## config.mk

```make
export PLATFORM = sky130hd
export DESIGN_NAME = fifo_access_scheduler
export DESIGN_NICKNAME = d
export VERILOG_FILES = /design/src/rtl/fifo_sched_pkg.sv /design/src/rtl/fifo_access_scheduler_rr_picker.sv /design/src/rtl/fifo_access_scheduler.sv
export SDC_FILE = /design/constraint.sdc
export NUM_CORES = 1
export LEC_CHECK = 0
export CORE_ASPECT_RATIO = 2
export CORE_MARGIN = 2
export CORE_UTILIZATION = 30
export DETAILED_ROUTE_END_ITERATION = 10
export GPL_TIMING_DRIVEN = 1
export SLEW_MARGIN = 10
export SYNTH_ARGS = -nofsm -noshare
export SYNTH_HDL_FRONTEND = slang
export SYNTH_SLANG_ARGS = --single-unit
```

## constraint.sdc

```tcl
create_clock -name clk -period 5.2 [get_ports clk]
set_input_delay 0.52 -clock clk [delete_from_list [all_inputs] [get_ports clk]]
set_output_delay 0.52 -clock clk [all_outputs]
set_load 0.01 [all_outputs]
```

## src/rtl/fifo_sched_pkg.sv

```systemverilog
// Shared types, default sizing and helpers for the FIFO access scheduler.
// Controller-side widths are derived from the instance parameters through the helper functions.
package fifo_sched_pkg;

    localparam int N_REQ_DEF        = 4;
    localparam int WIDTH_DEF        = 8;
    localparam int CAPACITY_DEF     = 7;
    localparam int MAX_RD_BURST_DEF = 4;

    localparam int CNT_W = $clog2(CAPACITY_DEF + 1);
    localparam int IDX_W = $clog2(N_REQ_DEF);

    typedef enum logic [1:0] {
        OP_IDLE  = 2'd0,
        OP_WRITE = 2'd1,
        OP_READ  = 2'd2
    } fifo_op_e;

    function automatic int cnt_width(input int capacity);
        return $clog2(capacity + 1);
    endfunction

    function automatic int idx_width(input int n_req);
        return (n_req > 1) ? $clog2(n_req) : 1;
    endfunction

    // Bit offset of producer idx's word inside the packed data_in bus.
    function automatic int unsigned word_lsb(input int unsigned idx, input int unsigned width);
        return idx * width;
    endfunction

endpackage

```

## src/rtl/fifo_access_scheduler_rr_picker.sv

```systemverilog
// Combinational round-robin picker: first eligible index after ptr_i, wrapping modulo N.
module rr_picker
    import fifo_sched_pkg::*;
#(
    parameter int N        = N_REQ_DEF,
    parameter int IDX_BITS = IDX_W
)(
    input  logic [N-1:0]        elig_i,
    input  logic [IDX_BITS-1:0] ptr_i,
    output logic [IDX_BITS-1:0] grant_o,
    output logic                valid_o
);

    logic [IDX_BITS-1:0] cand;

    // Walk from the farthest candidate back to ptr+1 so the nearest eligible one is kept.
    always_comb begin
        grant_o = '0;
        valid_o = 1'b0;
        cand    = '0;
        for (int k = N; k >= 1; k--) begin
            cand = IDX_BITS'((int'(ptr_i) + k) % N);
            if (elig_i[cand]) begin
                grant_o = cand;
                valid_o = 1'b1;
            end
        end
    end

endmodule

```

## src/rtl/fifo_access_scheduler.sv

```systemverilog
// Time-shares one FIFO port between N_REQ round-robin producers and one consumer.
// Reads win over writes until MAX_RD_BURST back-to-back reads, then one pending write is forced in.
module fifo_access_scheduler
    import fifo_sched_pkg::*;
#(
    parameter int N_REQ        = N_REQ_DEF,
    parameter int WIDTH        = WIDTH_DEF,
    parameter int CAPACITY     = CAPACITY_DEF,
    parameter int MAX_RD_BURST = MAX_RD_BURST_DEF
)(
    input  logic                            clk,
    input  logic                            rst,
    input  logic [N_REQ-1:0]                req,
    input  logic [N_REQ*WIDTH-1:0]          data_in,
    output logic [N_REQ-1:0]                ack,
    input  logic                            rd_req,
    output logic [WIDTH-1:0]                rd_data,
    output logic                            rd_valid,
    output logic                            fifo_w,
    output logic                            fifo_r,
    output logic [WIDTH-1:0]                fifo_data,
    input  logic [WIDTH-1:0]                fifo_q,
    output logic [$clog2(CAPACITY+1)-1:0]   count,
    output logic                            full,
    output logic                            empty
);

    localparam int CNT_BITS = cnt_width(CAPACITY);
    localparam int IDX_BITS = idx_width(N_REQ);
    localparam int BST_BITS = $clog2(MAX_RD_BURST + 1);

    logic [WIDTH-1:0]    words [N_REQ];
    logic [N_REQ-1:0]    eligible;
    logic [IDX_BITS-1:0] grant;
    logic                any_wr;
    logic                burst_sat;
    logic                do_rd;
    logic                do_wr;

    fifo_op_e            op_q, op_d;
    logic [N_REQ-1:0]    ack_q, ack_d;
    logic [WIDTH-1:0]    fifo_data_q, fifo_data_d;
    logic [CNT_BITS-1:0] cnt_q, cnt_d;
    logic [BST_BITS-1:0] burst_q, burst_d;
    logic [IDX_BITS-1:0] ptr_q, ptr_d;
    logic                rd_pipe_q;
    logic                rd_valid_q;
    logic [WIDTH-1:0]    rd_data_q;

    for (genvar gi = 0; gi < N_REQ; gi++) begin : g_words
        assign words[gi] = data_in[word_lsb(gi, WIDTH) +: WIDTH];
    end

    // A producer acked last cycle still shows req; masking it prevents a double write.
    assign eligible = req & ~ack_q;

    rr_picker #(
        .N        (N_REQ),
        .IDX_BITS (IDX_BITS)
    ) u_rr_picker (
        .elig_i  (eligible),
        .ptr_i   (ptr_q),
        .grant_o (grant),
        .valid_o (any_wr)
    );

    assign full      = (cnt_q == CNT_BITS'(CAPACITY));
    assign empty     = (cnt_q == '0);
    assign burst_sat = (burst_q == BST_BITS'(MAX_RD_BURST));
    assign do_rd     = rd_req & ~empty & ~(burst_sat & any_wr & ~full);
    assign do_wr     = ~do_rd & any_wr & ~full;

    always_comb begin
        op_d        = OP_IDLE;
        ack_d       = '0;
        fifo_data_d = fifo_data_q;
        cnt_d       = cnt_q;
        ptr_d       = ptr_q;
        burst_d     = '0;
        if (do_rd) begin
            op_d    = OP_READ;
            cnt_d   = cnt_q - CNT_BITS'(1);
            burst_d = burst_sat ? burst_q : burst_q + BST_BITS'(1);
        end else if (do_wr) begin
            op_d        = OP_WRITE;
            ack_d       = N_REQ'(1) << grant;
            fifo_data_d = words[grant];
            cnt_d       = cnt_q + CNT_BITS'(1);
            ptr_d       = grant;
        end
    end

    always_ff @(posedge clk or posedge rst) begin
        if (rst) begin
            op_q        <= OP_IDLE;
            ack_q       <= '0;
            fifo_data_q <= '0;
            cnt_q       <= '0;
            burst_q     <= '0;
            ptr_q       <= IDX_BITS'(N_REQ - 1);
            rd_pipe_q   <= 1'b0;
            rd_valid_q  <= 1'b0;
            rd_data_q   <= '0;
        end else begin
            op_q        <= op_d;
            ack_q       <= ack_d;
            fifo_data_q <= fifo_data_d;
            cnt_q       <= cnt_d;
            burst_q     <= burst_d;
            ptr_q       <= ptr_d;
            // The FIFO presents DataO the cycle after R; capture it one edge later.
            rd_pipe_q   <= (op_q == OP_READ);
            rd_valid_q  <= rd_pipe_q;
            if (rd_pipe_q) begin
                rd_data_q <= fifo_q;
            end
        end
    end

    assign fifo_w    = (op_q == OP_WRITE);
    assign fifo_r    = (op_q == OP_READ);
    assign ack       = ack_q;
    assign fifo_data = fifo_data_q;
    assign count     = cnt_q;
    assign rd_valid  = rd_valid_q;
    assign rd_data   = rd_data_q;

endmodule

```

==> results.md, run 1 <==
Clock network:
- TritonCTS created 5 clock buffers.
- In this run, post-CTS hold repair placed 0 buffers.
- CTS saw 32 sinks.
- The root buffer cell is sky130_fd_sc_hd__clkbuf_8.
- The clock edge transition at the registers on the reported setup and hold paths is 0.06 ns.
- The count of instances resized after the clock tree is built is 0.
- The clock tree from TritonCTS is yes.
- The number of setup buffers added after CTS is 0.
- The H-tree was split into 2 levels.
- The maximum number of buffers from clock root to sink is 2.
- The clock insertion delay at the later pin of the skew report is 0.28 ns.

Drt:
- Across all layers, the routed design uses 1364 vias.
- The wire length per cell is 15.02 um.
- For this run, design rule violations remaining after detail routing come to 0.
- After detailed routing, the number of vias per cell comes to 4.854.
- The detailed router finished its first iteration with 24 violations.
- Before antenna repair, the detailed router went through 3 iterations.
- The count of nets left with antenna violations once routing finished came out at 0.
- Wires add up to 4.221 mm.

Final layout:
- The antenna cell count is 0.
- With fillers left out, the area of the finished cells amounts to 2603 um2.
- In the final layout, the share of cells above drive strength 1 is 0.1855.
- From synthesis to final layout, the design area changed by 53.73%.
- For this run, the post-layout net count is 270.

Power and ir drop:
- The power density normalized to cell area is 585.2 nW/um2.
- The highest ir drop seen on vdd is 0.3037 mV.
- For this design the static power due to leakage is 1.116 nW.

Min path:
- The path category of the worst min-delay check is reg2reg.

Yosys:
- By count the netlist is led by 30 x sky130_fd_sc_hd__dfrtp_1, 18 x sky130_fd_sc_hd__nand2_1, 16 x sky130_fd_sc_hd__mux2i_1.
- Summed over all instances, the cell type with the most area after synthesis is sky130_fd_sc_hd__dfrtp_1.
- The share of synthesized area in the top cell type comes to 0.4435.
- The number of warnings issued by yosys is 0.
- The mapped netlist covers 1693 um2.
- The dominant cell by count in the synthesized netlist is sky130_fd_sc_hd__dfrtp_1.
- The number of enable-type register cells in the synthesized netlist is 0.
- Yosys mapped the design onto 41 distinct sky130hd cell types.
- Averaged over all synthesized cells, the footprint is 12.01 um2.
- The fraction of the yosys area taken by sequential cells is 0.4745.
- When the netlist entered floorplanning its net count stood at 191.
- Synthesis handed over a netlist of 141 instances.
- The share of synthesized flip-flops with an asynchronous set or reset is 1.000.
- The flip-flop and latch count after synthesis is 32.
- Ranked by total cell area, the synthesized netlist is headed by sky130_fd_sc_hd__dfrtp_1 44%, sky130_fd_sc_hd__mux2i_1 9.5%, sky130_fd_sc_hd__o221ai_2 7.1%.
- The predominant post-synthesis flop cell is sky130_fd_sc_hd__dfrtp_1.

Timing:
- The final max-slew violation count is 0.
- The hold violation count in the final report came to 0.
- Across the routed clock network, the largest skew measured is 0.007635 ns.
- The fmax is 0.4114 GHz.
- Setup repair after global routing left no endpoint under its margin.
- The fraction of the cycle the final worst path needs is 0.4674.
- Setup violations remaining at the end of the flow were counted as 0.
- The final critical path time including I/O delays and setup is 2.431 ns.
- The final setup slack of the worst path is 2.769 ns.
- Summed over all failing endpoints, the final setup total negative slack is 0 ns.
- The worst-case headroom to the max-slew limit is 0.7139.
- At the pin with the least slew margin, the transition time is 0.4291 ns.

Worst setup path:
- The startpoint type of the worst setup path is an input pin.
- The critical path is of the in2reg type.
- The data arrival time of the critical path is 2.59 ns.
- The slowest stage of the critical path is the sky130_fd_sc_hd__clkdlybuf4s50_1 cell.
- Along the worst path, the maximum fanout reaches 5.
- The worst stage delay on the critical path is 0.42 ns.
- At the worst endpoint, the required time is 5.36 ns.
- STA classifies the critical path endpoint as a flop.
- The critical path goes through clkdlybuf4s50_1 -> nor2b_2 -> o41ai_4 -> o21ai_1 -> nand2b_4 -> o21ai_0 -> ha_1 -> mux2_1.

Outcome:
- The flow ran to the end, and the final reports show no timing, DRC or antenna violations.

Global routing:
- The via count of the first global-routing pass is 1390.
- The initial antenna violation count is 0.
- Across every metal layer, demand over resource in global routing totals 0.1411.
- In the global route stage, met2 resource usage came out at 0.2939.
- The overall overflow remaining after global route is 0.
- The busiest layer in global routing is met2.
- In the global route stage, met3 resource usage came out at 0.03034.
- The global-route track usage on met1 is 0.1214.
- The global-route wire length before repair is 6.568 mm.
- The maximum number of pins on one net before global-route repair is 33.

Placement:
- The final weighted congestion in routability-driven placement is 0.7516.
- The sum of net half-perimeters after detailed placement is 3.407 mm.
- OpenSTA, run right after detailed placement, puts the worst setup slack at 2.470 ns.
- The port buffer count is 74.
- The total placed instance area is 2495 um2.

Floorplan:
- The core region is 5420 um2.
- The initialized floorplan defines 38 standard-cell rows.
- The die footprint is 6296 um2.
- The effective utilization at floorplan is 0.3123.
- From left edge to right edge, the die measures 57.12 um.
- The height of the chip is 110.2 um.
- During I/O placement, the number of pins put on the boundary was 75.

Flow run:
- Across the run, the number of max-cap violations was 0.
==> critical path: cells and delay by family <==
kind / cells / cell delay (ns)
muxes: 1 / 0.29
adders and majority gates: 1 / 0.25
buffers and inverters: 1 / 0.42
AOI/OAI and AO/OA: 3 / 0.73
and+or+nand+nor: 2 / 0.38
==> kinds of logic (layout without fill, tap and decap cells) <==
family	count (synthesis)	count (layout)	share of synthesized area
simple gates	44	44	0.1434
flops	32	32	0.4745
mux	25	25	0.1545
compound gates	22	22	0.1471
buf+inv	12	92	0.04286
fa+ha+maj	3	3	0.02218
xor+xnor	3	3	0.01552
==> stage by stage <==
step / util / power (mW) / hold WS, ns / instances
floorplan: - / 0.9853 / 0.3519 / 141
global placement: 0.4603 / 1.310 / 0.4330 / 273
detailed placement: 0.4603 / 1.319 / 0.4262 / 273
CTS: 0.4801 / 1.555 / 0.4371 / 281
global route: 0.4801 / 1.633 / 0.4667 / 281
finish: 0.4801 / 1.523 / 0.4333 / 281
==> layer usage <==
metal  part of all wire  wire [um]  vias up
met1               0.31       1317      656
met2               0.62       2627       46
met3              0.048        202        6
met4              0.018         74        0
met5                  0          0        -
li1                   -          -      656
==> worst paths after layout <==
check / startpoint / endpoint / slack [ns] / depth (start not counted)
setup / recovery: req[1] / count[1] / 2.77 / 8
hold / removal: op_q[0] / rd_pipe_q / 0.43 / 1
setup reg to reg: ack[3] / count[1] / 3.08 / 7
hold reg to reg: op_q[0] / rd_pipe_q / 0.43 / 1
max in group asynchronous: rst / ptr_q[0] / 4.26 / 3
min in group asynchronous: rst / rd_valid / 0.62 / 3
==> report_power, final <==
part | internal (mW) | switching [mW] | leakage (nW)
logic | 0.447 | 0.388 | 0.669
clock network | 0.142 | 0.0865 | 0.0552
registers | 0.375 | 0.0849 | 0.392
==> state kept, by name, summed over array words and instances (netlist names) <==
| register | cells |
|---|---|
| fifo_data | 8 |
| count | 3 |
| ptr_q | 2 |
| ack | 4 |
| op_q | 2 |
| rd_data | 8 |
| rd_valid | 1 |
| rd_pipe_q | 1 |
| burst_q | 3 |
==> cell type report <==
type / instances / area (um2)
clock buffers: 6 / 72.57
fillers: 510 / 2818
multi-input cells: 97 / 828.3
inverters: 8 / 32.53
repair buffers: 76 / 755.7
well taps: 60 / 75.07
flip-flops and latches: 32 / 803.3
clock inverters: 2 / 35.03
==> layout by cell type (no fill, tap or decap), types with 2 or more instances in the layout <==
cell type	synthesis	routed
sky130_fd_sc_hd__a21oi_1	3	3
sky130_fd_sc_hd__buf_4	0	2
sky130_fd_sc_hd__clkbuf_8	0	5
sky130_fd_sc_hd__clkdlybuf4s50_1	0	74
sky130_fd_sc_hd__dfrtp_1	30	30
sky130_fd_sc_hd__dfstp_2	2	2
sky130_fd_sc_hd__ha_1	3	3
sky130_fd_sc_hd__inv_1	6	6
sky130_fd_sc_hd__mux2_2	8	8
sky130_fd_sc_hd__mux2i_1	16	16
sky130_fd_sc_hd__nand2_1	18	18
sky130_fd_sc_hd__nand2_4	2	2
sky130_fd_sc_hd__nand2b_1	2	2
sky130_fd_sc_hd__nand3_1	3	3
sky130_fd_sc_hd__nand3b_1	2	2
sky130_fd_sc_hd__nor2_1	6	6
sky130_fd_sc_hd__nor2b_1	2	2
sky130_fd_sc_hd__nor3_1	3	3
sky130_fd_sc_hd__o21ai_1	2	2
sky130_fd_sc_hd__o221ai_2	8	8
sky130_fd_sc_hd__xnor2_1	2	2
Note: power is estimated with default switching activity, not from simulation.
==> inputs of run 2 (changes only) <==
clock period = 2.35 ns   (was 5.2 ns; I/O delays follow)
==> results.md, run 2 (synthesis results as in run 1) <==
Outcome:
- The run finished with clean final reports.

Power and ir drop:
- The leakage component of the power is 1.140 nW (+2.1%).
- The power density normalized to cell area was 1291 nW/um2 (+120%).
- The highest ir drop seen on vdd is 0.7990 mV (+160%).

Floorplan:
- The I/O pin count was 75 (unchanged).
- The row count was 38 (unchanged).
- The effective utilization at floorplan was 0.3123 (unchanged).
- The die footprint is 6296 um2 (unchanged).
- The chip width was 57.12 um (unchanged).
- The height of the chip is 110.2 um (unchanged).
- The area of the core region is 5420 um2 (unchanged).

Clock network:
- The count of instances resized after the clock tree is built is 0 (unchanged).
- The number of setup buffers added after CTS is 0 (unchanged).
- The maximum level of the CTS H-tree is 2 (unchanged).
- The root buffer cell is sky130_fd_sc_hd__clkbuf_8.
- The CTS sink count came to 32 (unchanged).
- The clock insertion delay at the later pin of the skew report is 0.28 ns (about the same).
- The clock edge transition at the registers on the reported setup and hold paths is 0.06 ns (about the same).
- The number of buffers inserted during clock tree synthesis came to 5 (unchanged).
- The number of buffers inserted by hold repair at cts was 0 (unchanged).
- The maximum number of buffers from clock root to sink is 2 (unchanged).
- TritonCTS built the clock tree.

Global routing:
- The via count of the first global-routing pass is 1379 (-0.79%).
- The global-route wire length before repair is 6.755 mm (+2.8%).
- The all-layer global routing usage is 0.1445 (+0.003417).
- The overall overflow remaining after global route was 0 (unchanged).
- The initial antenna violation count is 0 (unchanged).
- The maximum number of pins on one net before global-route repair is 33 (unchanged).

Timing:
- The fraction of the cycle the final worst path needs is 0.8656.
- The hold violation count in the final report was 0 (unchanged).
- The final max-slew violation count came to 0 (unchanged).
- Setup repair after global routing left no endpoint under its margin.
- The slew at the pin closest to its max-slew limit is 0.4164 ns (-0.01269 ns).
- The worst-case headroom to the max-slew limit came to 0.7224 (+0.008460).
- The largest clock skew in the final design was 0.002532 ns (-0.005103 ns).
- The worst path in the final design needs a cycle of 2.034 ns, including I/O delays and setup.
- The total negative slack for setup checks was 0 ns (unchanged).
- The setup-violating endpoint count in the final report is 0 (unchanged).
- The fmax is 0.4916 GHz.

Worst setup path:
- The setup path with the least slack is of type reg2reg.
- The library cell contributing the largest single delay on the critical path is sky130_fd_sc_hd__dfrtp_1.
- The worst stage delay on the critical path is 0.38 ns (-0.04 ns).
- The data required time at the worst endpoint came to 2.52 ns (-2.84 ns).
- The critical path goes through and2b_4 -> o41ai_4 -> o21ai_1 -> nand2b_4 -> o21ai_0 -> ha_1 -> mux2_1.
- The data arrival time of the critical path came to 2.20 ns (-0.39 ns).
- The startpoint type of the worst setup path is a flop.
- The peak fanout along the critical path was 4 (-1).
- STA classifies the critical path endpoint as a flop.

Min path:
- The path category of the worst min-delay check is in2async.

Final layout:
- The share of layout cells above drive strength 1 is 0.2044 (+0.01892).
- The number of nets at the end of the flow is 275 (+1.9%).
- The post-route core utilization is 0.4873 (+0.007156).
- The non-filler instance count after layout is 285 (+1.4%).
- The top cell types in the final layout, fill and taps aside, are 74 x sky130_fd_sc_hd__clkdlybuf4s50_1, 30 x sky130_fd_sc_hd__dfrtp_1, 18 x sky130_fd_sc_hd__nand2_1.
- Leaving out fill and tap cells, the most frequent cell in the layout is sky130_fd_sc_hd__clkdlybuf4s50_1.
- Relative to the synthesized area, the layout overhead comes to 56.02%.
- The antenna cell count is 0 (unchanged).

Drt:
- The number of vias after detailed routing is 1392 (+2.1%).
- The aggregate routed wire length was 4.423 mm (+4.8%).
- The routed via count divided by cell count is 4.884 (+0.62%).
- The wire length per cell is 15.52 um (+3.3%).
- The iteration-0 DRC count of the detailed router is 30 (+25%).
- The count of unresolved DRC violations after routing is 0 (unchanged).
- The number of routed nets with antenna violations was 0 (unchanged).
- The number of search-and-repair iterations in the first detailed-routing pass was 4 (+1).

Flow run:
- The number of maximum-capacitance constraint violations is 0 (unchanged).

Placement:
- The cell count after placement is 278 (+1.8%).
- The port buffer count came to 74 (unchanged).
- The sum of net half-perimeters after detailed placement is 3.508 mm (+3.0%).
- The final weighted congestion in routability-driven placement came to 0.7101 (-5.5%).
## run 2: cell count changes in the layout (fill, tap and decap cells not counted), sizes merged
cell    previous run  this run
clkinv             1         0
clkbuf             6         7
buf                2         7
bufinv             1         0
## run 2: layout make-up
cell class / instances / area, um2
flip-flops and latches: 32 / 803.3
multi-input cells: 97 / 828.3
inverters: 8 / 32.53
repair buffers: 81 / 805.8
fillers: 511 / 2779
clock buffers: 7 / 96.34
well taps: 60 / 75.07
## run 2: critical path: cells and delay by family, from the launching register on
family                     cells  cell delay, ns
AOI/OAI and AO/OA              3            0.64
adders and majority gates      1            0.25
DFF                            1            0.38
muxes                          1            0.29
and+or+nand+nor                2            0.36
## run 2: power breakdown
part           internal, mW  switching [mW]
Clock                 0.261           0.194
Combinational          1.05           0.875
Sequential            0.830           0.197
Total                  2.14            1.27
## run 2: layer usage
layer | vias to the layer above | share of wire | global-route usage
li1 | 667 | - | -
met1 | 672 | 0.33 | 0.1356
met2 | 46 | 0.61 | 0.2931
met3 | 7 | 0.043 | 0.02567
met4 | 0 | 0.019 | 0.05980
met5 | - | 0 | 0
## run 2: path summary, 6_finish.rpt
| check | endpoint | slack [ns] | from | cells after the start |
|---|---|---|---|---|
| max in group asynchronous | ptr_q[0] | 1.68 | rst | 3 |
| worst max-delay path | count[1] | 0.32 | ack[0] | 7 |
| min in group clk | rd_pipe_q | 0.44 | op_q[0] | 1 |
| worst min-delay path | rd_valid | 0.34 | rst | 3 |
| worst max register to register | count[1] | 0.32 | ack[0] | 7 |
| worst min register to register | rd_pipe_q | 0.44 | op_q[0] | 1 |
## run 2: per-stage QoR
| step | power, mW | worst slack [ns] | area, um2 | hold slack [ns] |
|---|---|---|---|---|
| after floorplan | 2.180 | 0.3475 | 1693 | 0.3497 |
| after global placement | 2.980 | 0.03977 | 2545 | 0.4378 |
| after detailed placement | 3.004 | 0.01165 | 2545 | 0.4330 |
| after CTS | 3.472 | 0.2802 | 2641 | 0.3528 |
| after global routing | 3.655 | 0.1549 | 2641 | 0.3970 |
| final | 3.409 | 0.3158 | 2641 | 0.3388 |
==> inputs of run 3 (changes only) <==
RECOVER_POWER = 50   (was unset)
==> results.md, run 3 (synthesis results as in run 1) <==
Floorplan:
- The chip width is 57.12 um (unchanged).
- The die footprint was 6296 um2 (unchanged).
- The row count came to 38 (unchanged).
- The area of the core region is 5420 um2 (unchanged).
- The height of the chip is 110.2 um (unchanged).
- The effective utilization at floorplan was 0.3123 (unchanged).
- The I/O pin count was 75 (unchanged).

Timing:
- The worst-case headroom to the max-slew limit was 0.4625 (-0.2598).
- The hold violation count in the final report was 0 (unchanged).
- The largest clock skew in the final design came to 0.002502 ns (-0.00002986 ns).
- The total negative slack for setup checks is 0 ns (unchanged).
- Setup repair after global routing left no endpoint under its margin.
- The setup-violating endpoint count in the final report is 0 (unchanged).
- The final max-slew violation count is 0 (unchanged).
- The slew at the pin closest to its max-slew limit is 0.8062 ns (+0.3898 ns).
- The fraction of the cycle the final worst path needs is 0.8660 (about the same).
- The final critical path time including I/O delays and setup is 2.035 ns (+0.0007640 ns).
- The fmax was 0.4914 GHz (about the same).

Placement:
- The total placed instance area is 2545 um2 (unchanged).
- The final weighted congestion in routability-driven placement is 0.7101 (unchanged).
- The sum of net half-perimeters after detailed placement came to 3.508 mm (unchanged).
- The port buffer count is 74 (unchanged).

Final layout:
- The antenna cell count is 0 (unchanged).
- The number of nets at the end of the flow is 275 (unchanged).
- The most common library cell in the layout ignoring fill and taps is sky130_fd_sc_hd__clkdlybuf4s50_1.
- The area growth from synthesis to layout is 55.88% (about the same).
- The final instance area came to 2639 um2 (about the same).
- The post-route core utilization is 0.4868 (about the same).
- The share of layout cells above drive strength 1 is 0.2044 (unchanged).
- In the layout the commonest cells are 69 x sky130_fd_sc_hd__clkdlybuf4s50_1, 30 x sky130_fd_sc_hd__dfrtp_1, 18 x sky130_fd_sc_hd__nand2_1.

Drt:
- The count of unresolved DRC violations after routing was 0 (unchanged).
- The number of routed nets with antenna violations is 0 (unchanged).
- The wire length per cell is 15.53 um (about the same).
- The number of search-and-repair iterations in the first detailed-routing pass was 4 (unchanged).
- The aggregate routed wire length came to 4.425 mm (about the same).
- The iteration-0 DRC count of the detailed router was 30 (unchanged).
- The routed via count divided by cell count is 4.884 (unchanged).
- The number of vias after detailed routing is 1392 (unchanged).

Min path:
- The worst hold path belongs to the class reg2reg.
- The path with the worst hold slack has its endpoint at rd_pipe_q.
- Counting instances, the worst hold path has a depth of 1.
- The worst min-delay path startpoint is op_q[0].

Clock network:
- The number of buffers inserted by hold repair at cts was 0 (unchanged).
- The root buffer cell chosen for the clock tree is sky130_fd_sc_hd__clkbuf_8.
- The maximum level of the CTS H-tree is 2 (unchanged).
- The number of buffers inserted during clock tree synthesis came to 5 (unchanged).
- The clock tree from TritonCTS is yes.
- The clock edge transition at the registers on the reported setup and hold paths came to 0.06 ns (about the same).
- The CTS sink count came to 32 (unchanged).
- The maximum number of buffers from clock root to sink came to 2 (unchanged).
- The clock insertion delay at the later pin of the skew report is 0.28 ns (about the same).
- The number of setup buffers added after CTS is 0 (unchanged).
- The count of instances resized after the clock tree is built is 0 (unchanged).

Worst setup path:
- The data required time at the worst endpoint is 2.52 ns (about the same).
- The critical path class is reg2reg.
- The data arrival time of the critical path came to 2.20 ns (about the same).
- The depth of the worst register-to-register path is 7 (unchanged).
- The peak fanout along the critical path was 4 (unchanged).
- The reg-to-reg startpoint is ack[0].
- The worst setup path is launched from a flop.
- The worst setup path is captured at a flop.
- The minimum setup slack among reg-to-reg paths is 0.31 ns (about the same).
- The critical register-to-register path endpoint is count[1].

Global routing:
- The initial antenna violation count came to 0 (unchanged).
- The via count of the first global-routing pass is 1379 (unchanged).
- The maximum number of pins on one net before global-route repair is 33 (unchanged).
- The global-route wire length before repair was 6.755 mm (unchanged).
- The overall overflow remaining after global route is 0 (unchanged).
- The all-layer global routing usage was 0.1445 (unchanged).

Flow run:
- The number of maximum-capacitance constraint violations is 0 (unchanged).

Power and ir drop:
- The power density normalized to cell area is 1287 nW/um2 (-0.31%).
- The leakage component of the power is 1.146 nW (+0.53%).
- The highest ir drop seen on vdd came to 0.7989 mV (about the same).

Outcome:
- The run finished with clean final reports.
[run 3: cell types whose count changed in the layout (fill, tap and decap cells not counted), sizes merged]
cell / delta
clkdlybuf4s50: -5
dlygate4sd3: +5
clkbuf: +1
buf: -1
[run 3: report_power, final]
| part | switching (mW) | internal [mW] |
|---|---|---|
| logic | 0.875 | 1.04 |
| registers | 0.195 | 0.830 |
| clock network | 0.194 | 0.261 |
[run 3: per-layer routing]
metal / up-vias / share of wire / track usage
met5: - / 0 / 0
met3: 7 / 0.043 / 0.02567
li1: 667 / - / -
met1: 672 / 0.33 / 0.1356
met2: 46 / 0.61 / 0.2931
met4: 0 / 0.019 / 0.05980
[run 3: worst max-delay path by stage]
stage	depth (start not counted)	to	slack (ns)	start
finish	7	count[1]	0.31	ack[0]
global route	7	count[1]	0.15	ack[0]
CTS	7	count[1]	0.28	ack[0]
detailed placement	8	count[1]	0.01	req[1]
global placement	8	count[1]	0.04	req[1]
floorplan	7	count[1]	0.35	ack[0]
[run 3: stage by stage]
stage / setup slack (ns) / total power, mW / hold WS, ns / std cells
2_1_floorplan: 0.3475 / 2.180 / 0.3497 / 141
3_3_place_gp: 0.03977 / 2.980 / 0.4378 / 278
3_5_place_dp: 0.01165 / 3.004 / 0.4330 / 278
4_1_cts: 0.2802 / 3.472 / 0.3528 / 285
5_1_grt: 0.1549 / 3.641 / 0.4771 / 285
6_report: 0.3150 / 3.395 / 0.4401 / 285
[run 3: cell type report]
type	count	area, um2
timing repair buffer	81	803.3
multi-input combinational	97	828.3
fill	512	2781
clock buffer	7	96.34
sequential	32	803.3
inverter	8	32.53
tap	60	75.07
[run 3: critical path: stages (launching register included)]
cell and delay [ns]:
sky130_fd_sc_hd__dfrtp_1 0.38, sky130_fd_sc_hd__and2b_4 0.21, sky130_fd_sc_hd__o41ai_4 0.35, sky130_fd_sc_hd__o21ai_1 0.14, sky130_fd_sc_hd__nand2b_4 0.15, sky130_fd_sc_hd__o21ai_0 0.15, sky130_fd_sc_hd__ha_1 0.25, sky130_fd_sc_hd__mux2_1 0.29
